### src/rtl/fwd_hazard_ctrl_pkg.sv
// Shared definitions for the forwarding / hazard controller of the 5-stage pipeline.
// Holds the result-class codes, the forwarding-mux select codes, the per-stage
// scoreboard entry and the operand/producer match helper.
package fwd_hazard_ctrl_pkg;

    // Result class: decides the first stage where a producer's value can be forwarded
    localparam logic [1:0] WCLS_ALU  = 2'b00;
    localparam logic [1:0] WCLS_MUL  = 2'b01;
    localparam logic [1:0] WCLS_LOAD = 2'b10;
    localparam logic [1:0] WCLS_CP0  = 2'b11;

    // Operand mux select codes
    localparam logic [2:0] SEL_GPR  = 3'b000;
    localparam logic [2:0] SEL_EX   = 3'b001;
    localparam logic [2:0] SEL_MEM1 = 3'b010;
    localparam logic [2:0] SEL_MEM2 = 3'b011;
    localparam logic [2:0] SEL_WB   = 3'b100;

    typedef struct packed {
        logic       v;
        logic [4:0] waddr;
        logic [1:0] wclass;
    } sb_entry_t;

    localparam sb_entry_t SB_BUBBLE = '{v: 1'b0, waddr: 5'd0, wclass: WCLS_ALU};

    // $0 is hard-wired, so it can never be produced by an in-flight instruction
    function automatic logic sb_match(sb_entry_t e, logic [4:0] op, logic used);
        return e.v && used && (op != 5'd0) && (e.waddr == op);
    endfunction

endpackage

### src/rtl/fwd_pick.sv
// Forwarding picker for one ID-stage source operand.
// Ports:
//   op     in   source register number
//   used   in   the ID instruction actually reads this operand
//   ex, mem1, mem2, wb  in  scoreboard entries, youngest first
//   sel    out  forwarding mux select (SEL_* codes)
//   hazard out  youngest matching producer cannot supply its value yet
// Purely combinational. Only the youngest match is considered: an older producer
// must never be forwarded over a younger, not-yet-ready one.
module fwd_pick
    import fwd_hazard_ctrl_pkg::*;
(
    input  logic [4:0] op,
    input  logic       used,
    input  sb_entry_t  ex,
    input  sb_entry_t  mem1,
    input  sb_entry_t  mem2,
    input  sb_entry_t  wb,
    output logic [2:0] sel,
    output logic       hazard
);

    // Every class is ready by MEM2, so those result classes are never inspected
    logic unused_cls;
    assign unused_cls = ^{mem2.wclass, wb.wclass};

    always_comb begin
        sel    = SEL_GPR;
        hazard = 1'b0;
        if (sb_match(ex, op, used)) begin
            if (ex.wclass == WCLS_ALU) begin
                sel = SEL_EX;
            end else begin
                hazard = 1'b1;
            end
        end else if (sb_match(mem1, op, used)) begin
            if ((mem1.wclass == WCLS_ALU) || (mem1.wclass == WCLS_MUL)) begin
                sel = SEL_MEM1;
            end else begin
                hazard = 1'b1;
            end
        end else if (sb_match(mem2, op, used)) begin
            sel = SEL_MEM2;
        end else if (sb_match(wb, op, used)) begin
            sel = SEL_WB;
        end
    end

endmodule

### src/rtl/fwd_hazard_ctrl.sv
// Operand-forwarding and stall control for the ID/EX/MEM1/MEM2/WB pipeline.
// Ports:
//   clk, rst          clock; synchronous active-high reset
//   id_*              decoded fields of the instruction sitting in ID
//   ext_stall         global freeze from cache/bus
//   flush             exception/eret; kills ID, EX and MEM1 and aborts a divide
//   rs_sel, rt_sel    forwarding mux selects for the ID operands
//   id_stall          hold PC/IF/ID and send a bubble into EX
//   div_busy          multi-cycle divider is running
// The scoreboard mirrors destination/class of EX..WB so hazards can be resolved
// from ID fields alone.
module fwd_hazard_ctrl
    import fwd_hazard_ctrl_pkg::*;
#(
    parameter int unsigned DIV_CYCLES = 32,
    parameter int unsigned CNT_W      = 6
) (
    input  logic       clk,
    input  logic       rst,
    input  logic       id_valid,
    input  logic [4:0] id_rs,
    input  logic [4:0] id_rt,
    input  logic       id_rs_used,
    input  logic       id_rt_used,
    input  logic [4:0] id_waddr,
    input  logic [1:0] id_wclass,
    input  logic       id_hilo_rd,
    input  logic       id_div,
    input  logic       ext_stall,
    input  logic       flush,
    output logic [2:0] rs_sel,
    output logic [2:0] rt_sel,
    output logic       id_stall,
    output logic       div_busy
);

    sb_entry_t ex_q, mem1_q, mem2_q, wb_q;
    sb_entry_t ex_d, mem1_d, mem2_d, wb_d;
    sb_entry_t id_entry;

    logic             pick_rs_hazard, pick_rt_hazard;
    logic             div_busy_q, div_busy_d;
    logic [CNT_W-1:0] div_cnt_q, div_cnt_d;
    logic             div_issue;

    fwd_pick u_pick_rs (
        .op     (id_rs),
        .used   (id_rs_used),
        .ex     (ex_q),
        .mem1   (mem1_q),
        .mem2   (mem2_q),
        .wb     (wb_q),
        .sel    (rs_sel),
        .hazard (pick_rs_hazard)
    );

    fwd_pick u_pick_rt (
        .op     (id_rt),
        .used   (id_rt_used),
        .ex     (ex_q),
        .mem1   (mem1_q),
        .mem2   (mem2_q),
        .wb     (wb_q),
        .sel    (rt_sel),
        .hazard (pick_rt_hazard)
    );

    // Deliberately independent of ext_stall: the freeze already holds ID
    assign id_stall = id_valid &&
                      (pick_rs_hazard || pick_rt_hazard ||
                       ((id_hilo_rd || id_div) && div_busy_q));

    assign div_busy  = div_busy_q;
    assign div_issue = id_valid && id_div && !id_stall && !ext_stall && !flush;

    // Instructions without a GPR destination never enter the scoreboard
    always_comb begin
        id_entry        = SB_BUBBLE;
        id_entry.v      = id_valid && !id_stall && (id_waddr != 5'd0);
        id_entry.waddr  = id_waddr;
        id_entry.wclass = id_wclass;
    end

    always_comb begin
        ex_d   = ex_q;
        mem1_d = mem1_q;
        mem2_d = mem2_q;
        wb_d   = wb_q;
        if (flush) begin
            // Flush kills the young stages even under a freeze; MEM2/WB only move if unfrozen
            ex_d   = SB_BUBBLE;
            mem1_d = SB_BUBBLE;
            if (!ext_stall) begin
                mem2_d = SB_BUBBLE;
                wb_d   = mem2_q;
            end
        end else if (!ext_stall) begin
            ex_d   = id_entry;
            mem1_d = ex_q;
            mem2_d = mem1_q;
            wb_d   = mem2_q;
        end
    end

    // Countdown keeps running through ext_stall: the divider is not frozen by the bus
    always_comb begin
        div_busy_d = div_busy_q;
        div_cnt_d  = div_cnt_q;
        if (flush) begin
            div_busy_d = 1'b0;
            div_cnt_d  = '0;
        end else if (div_issue) begin
            div_busy_d = 1'b1;
            div_cnt_d  = CNT_W'(DIV_CYCLES - 1);
        end else if (div_busy_q) begin
            if (div_cnt_q == '0) begin
                div_busy_d = 1'b0;
            end else begin
                div_cnt_d = div_cnt_q - CNT_W'(1);
            end
        end
    end

    always_ff @(posedge clk) begin
        if (rst) begin
            ex_q       <= SB_BUBBLE;
            mem1_q     <= SB_BUBBLE;
            mem2_q     <= SB_BUBBLE;
            wb_q       <= SB_BUBBLE;
            div_busy_q <= 1'b0;
            div_cnt_q  <= '0;
        end else begin
            ex_q       <= ex_d;
            mem1_q     <= mem1_d;
            mem2_q     <= mem2_d;
            wb_q       <= wb_d;
            div_busy_q <= div_busy_d;
            div_cnt_q  <= div_cnt_d;
        end
    end

endmodule

### config.mk
export PLATFORM = sky130hd
export DESIGN_NAME = fwd_hazard_ctrl
export DESIGN_NICKNAME = d
export VERILOG_FILES = /design/src/rtl/fwd_hazard_ctrl_pkg.sv /design/src/rtl/fwd_pick.sv /design/src/rtl/fwd_hazard_ctrl.sv
export SDC_FILE = /design/constraint.sdc
export NUM_CORES = 1
export LEC_CHECK = 0
export CORE_AREA = 2 2 100 54
export CTS_CLUSTER_DIAMETER = 120
export CTS_CLUSTER_SIZE = 20
export DETAILED_ROUTE_END_ITERATION = 12
export DIE_AREA = 0 0 102 56
export GPL_ROUTABILITY_DRIVEN = 0
export PLACE_DENSITY = 0.85
export RECOVER_POWER = 25
export SYNTH_ARGS = -nofsm -noshare
export SYNTH_HDL_FRONTEND = slang
export SYNTH_HIERARCHICAL = 1
export SYNTH_SLANG_ARGS = --single-unit
### constraint.sdc
create_clock -name clk -period 2.68 [get_ports clk]
set_clock_uncertainty 0.1 [all_clocks]
set_input_delay 0.402 -clock clk [delete_from_list [all_inputs] [get_ports clk]]
set_output_delay 0.402 -clock clk [all_outputs]
set_load 0.02 [all_outputs]
# After elaboration in Yosys (flattened, before gate mapping)
# Cells that the tools add are included.
classes:
  n_bitwise: 1
  n_addsub: 1
  eq_ne: 10
  mux: 25
  reduce_logical: 50
op_table:
  columns: ["cell", "count"]
  rows:
  - ["$eq A5 B5 Y1", 8]
  - ["$logic_and A1 B1 Y1", 32]
  - ["$mux W3", 8]
  - ["$mux W8", 3]
  - ["$mux W5", 3]
  - ["$reduce_bool A5 Y1", 3]
  - ["$mux W1", 10]
  - ["$logic_not A6 Y1", 1]
  - ["$sub A6 B1 Y6 const B", 1]
  - ["$logic_not A2 Y1", 2]
  - ["$logic_or A1 B1 Y1", 4]
  - ["$reduce_and A2 Y1", 2]
  - ["$logic_not A1 Y1", 3]
  - ["$reduce_or A3 Y1", 1]
  - ["$eq A2 B1 Y1 const B", 1]
  - ["$mux W2", 1]
  - ["$ne A2 B2 Y1 const B", 1]
  - ["$reduce_bool A2 Y1", 1]
  - ["$reduce_or A2 Y1", 1]
  - ["$not A1 Y1", 1]
word_totals:
  inputBits: 26
  wordCells: 100
  register_bits: 35

# Depth between registers and ports, before layout
logic_depth:
  ltp_word: 14
  depth_mapped: 11

# Cells and area by module
# Netlist, hierarchy kept.
by_module_without_submodules:
  columns: ["mod", "area_each_um2", "instances", "cells_per_inst"]
  rows:
  - ["fwd_hazard_ctrl", 1566.5, 1, 161]
  - ["fwd_pick", 355.3, 2, 47]

# Worst setup path before layout
# Ideal clock, no wire load.
synth_path:
  path_kind: "input to register"
  start: "input id_rt[3]"
  end: "register div_cnt_q[5]"
  required_time_ps: 2459
  path_buffers: 2
  setup_time_ps: 121
  t_arrival_ps: 2478
  cell_stages: 11
  path_slack_ps: -19
  path_cell_list: "buf_2 or4_4 o21ai_4 nor3_1 nand2_1 o21ai_0 nor2_1 nand3_1 or4b_1 clkbuf_1 nor3b_2"
synth_via:
  elab_chain_cells: 13
  word_cells_on_any_way: 17
  classes_between: "eq/ne: 2; mux: 2; reduce/logical: 13"
synth_rtl:
  columns: ["element", "line", "rtl"]
  rows:
  - ["start, declared", "fwd_hazard_ctrl.sv:22", "input logic [4:0] id_rt,"]
  - ["$reduce_bool A5 Y1", "fwd_hazard_ctrl_pkg.sv:29", "return e.v && used && (op != 5'd0) && (e.waddr == op);"]
  - ["$logic_and A1 B1 Y1 (2 in a row)", "fwd_hazard_ctrl_pkg.sv:29", null]
  - ["$mux W1", "fwd_pick.sv:36", "end else if (sb_match(mem1, op, used)) begin"]
  - ["$mux W1 *", "fwd_pick.sv:30", "if (sb_match(ex, op, used)) begin"]
  - ["via pick_rt_hazard", "fwd_hazard_ctrl.sv:41", "logic pick_rs_hazard, pick_rt_hazard;"]
  - ["$logic_or A1 B1 Y1 * (2 in a row)", "fwd_hazard_ctrl.sv:70", "(pick_rs_hazard || pick_rt_hazard ||"]
  - ["$logic_and A1 B1 Y1 *", "fwd_hazard_ctrl.sv:69", "assign id_stall = id_valid &&"]
  - ["$logic_not A1 Y1 *", "fwd_hazard_ctrl.sv:74", "assign div_issue = id_valid && id_div && !id_stall && !ext_stall && !flush;"]
  - ["$logic_and A1 B1 Y1 * (3 in a row)", "fwd_hazard_ctrl.sv:74", null]
  - ["$reduce_or A3 Y1 (no source line) *", null, null]
  - ["end signal, assigned", "fwd_hazard_ctrl.sv:138", "div_cnt_q <= div_cnt_d;"]
  - ["end, declared", "fwd_hazard_ctrl.sv:43", "logic [CNT_W-1:0] div_cnt_q, div_cnt_d;"]
# Mark *: on every way through the listed nets, which the timed path passes. The rest lies on a longest branch.
# A chain may end at the register's enable or synchronous reset.

# Final worst setup path
layout_path:
  start: "input id_rs[0]"
  end: "output rs_sel[2]"
layout_via:
  elab_chain_cells: 7
  word_cells_on_any_way: 17
  classes_between: "eq/ne: 4; mux: 4; reduce/logical: 9"
layout_rtl:
  columns: ["element", "line", "rtl"]
  rows:
  - ["start, declared", "fwd_hazard_ctrl.sv:21", "input logic [4:0] id_rs,"]
  - ["$reduce_bool A5 Y1", "fwd_hazard_ctrl_pkg.sv:29", null]
  - ["$logic_and A1 B1 Y1 (2 in a row)", "fwd_hazard_ctrl_pkg.sv:29", null]
  - ["$mux W3", "fwd_pick.sv:44", "end else if (sb_match(wb, op, used)) begin"]
  - ["$mux W3", "fwd_pick.sv:42", "end else if (sb_match(mem2, op, used)) begin"]
  - ["$mux W3", "fwd_pick.sv:36", null]
  - ["$mux W3 *", "fwd_pick.sv:30", null]
  - ["end, declared", "fwd_hazard_ctrl.sv:31", "output logic [2:0] rs_sel,"]
# Every way passes the cells marked *; elsewhere a longest branch is shown, timed or not.

==> flow_metrics.tcl <==
set metrics [dict create \
    path_max_fanout 5 \
    core.rowCount 18 \
    grt_pass1_vias 1756 \
    track_usage 0.1987 \
    ir_drop_mv 0.2227 \
    synth_area_um2 2103 \
    synth_cells 238 \
    h-tree-depth 2 \
    ios 34 \
    avgSynthCellArea_um2 8.837 \
    drc 0 \
    dp_cells 347 \
    clockBufferDepth 2 \
    fmax_mhz 380.6 \
    vias 1865 \
    die_y_um 56 \
    grt_pass1_wl_um 8769 \
    postPlaceCellArea_um2 2626 \
    startpoint_type "input port" \
    period_minus_slack_ns 2.628 \
    wl_per_cell_um 15.05 \
    layout_common_cells "buf_4, dfxtp_1, nor2_1" \
    crit_type "input port to output pin" \
    diodes 0 \
    coreArea_um2 4775 \
    final_common_cell "buf_4" \
    seqCellArea_um2 680.7 \
    power_uw 1184 \
    worstSetupEndpointType "output pin" \
    tightest_slew_ns 0.9228 \
    drtPass1Iterations 4 \
    via_per_inst 5.166 \
    antenna_found_initial 0 \
    root_buffer "clkbuf_8" \
    power_density_nw_per_um2 418.3 \
    yosysWarnings 6 \
    grt-ovfl-total 0 \
    die_w_um 102 \
    fin_area_um2 2830 \
    cap_viol_max_count 0 \
    multi_input_area_um2 1383 \
    hold_viol 0 \
    drtAntennaViolNets 0 \
    cts_tree "yes" \
    drive_above_1_share 0.2852 \
    insertion_delay_ns 0.29 \
    min_path_type "register to register" \
    floorplan.initialDensity 0.4405 \
    dieArea_um2 5712 \
    final_core_util 0.5928 \
    path_clk_slew_ns 0.07 \
    fin_setup_tns_ns 0 \
    postCtsHoldBufs 0 \
    slew_viol_final 0 \
    setup_violations 0 \
    syn-num-nets 266 \
    cts_num_sinks 34 \
    worst_slew_margin_rel 0.3848 \
    hpwl_um 4163 \
    outcome "complete, no violations" \
    cellLeakagePower_uw 0.001148 \
    numCtsBuffers 5 \
    nFillCells 411 \
    worst_ep_arrival_time_ns 2.13 \
    fin_nets 319 \
    routed_wl_um 5433 \
    cp.required_ns 2.18 \
    grt_max_degree 35 \
    finalCritPeriodShare 0.9805 \
    drt_iter0_drc 81 \
    io_buffers 33 \
    syn2layout_area_growth_pct 34.56 \
    stdcell_count 361 \
]
layer usage:
| layer | up-vias | share of wire | GRT usage |
|---|---|---|---|
| li1 | 916 | - | - |
| met4 | 0 | 0.0029 | 0.04571 |
| met5 | - | 0 | 0 |
| met1 | 887 | 0.50 | 0.2985 |
| met3 | 2 | 0.076 | 0.05151 |
| met2 | 60 | 0.42 | 0.2801 |
flip-flops by register name, indices dropped and copies added (netlist names):
name       flops
div_cnt_q      6
ex_q           8
mem1_q         7
wb_q           6
div_busy       1
mem2_q         6
metrics by stage:
step | hold slack, ns | setup slack, ns
CTS | 0.4026 | -0.05726
detailed placement | 0.3935 | -0.7771
global placement | 0.3802 | -0.7641
floorplan | 0.3668 | -0.002931
global route | 0.4504 | -0.007303
finish | 0.4044 | 0.05229
final timing paths:
path	from	to	slack (ns)	depth (start not counted)
setup / recovery	id_rs[0]	rs_sel[2]	0.05	7
hold / removal	ex_q[7]$_SDFFE_PP0N_	ex_q[7]$_SDFFE_PP0N_	0.40	2
setup reg to reg	ex_q[2]$_SDFFE_PP0N_	div_cnt_q[4]$_SDFFE_PP0P_	0.24	9
hold reg to reg	ex_q[7]$_SDFFE_PP0N_	ex_q[7]$_SDFFE_PP0N_	0.40	2
area by class of cell:
| cell class | instances | area share |
|---|---|---|
| Clock buffer | 6 | 0.02918 |
| Multi-Input combinational cell | 177 | 0.4885 |
| Timing Repair Buffer | 68 | 0.1936 |
| Inverter | 5 | 0.006631 |
| Clock inverter | 1 | 0.01061 |
| Sequential cell | 34 | 0.2405 |
| Tap cell | 70 | 0.03095 |
where the power goes:
group / total [µW] / switching (µW) / internal [µW]
registers: 521 / 9.14 / 511
logic: 180 / 84.0 / 96.0
clock network: 483 / 186 / 298
timing repair:
item	in CTS	in global routing
gates cloned	0	0
gates resized for setup	63	26
endpoints found under the setup margin	15	14
pin swaps	10	12
hold endpoints to repair	0	0
buffers inserted	3	4
critical path, cell delays in order:
cell,delay [ns]
clkdlybuf4s15_2,0.24
or4_4,0.47
o21ai_4,0.23
nor3_4,0.09
or3_1,0.36
nor3b_2,0.17
buf_4,0.16
Note: power is estimated with default switching activity, not from simulation.
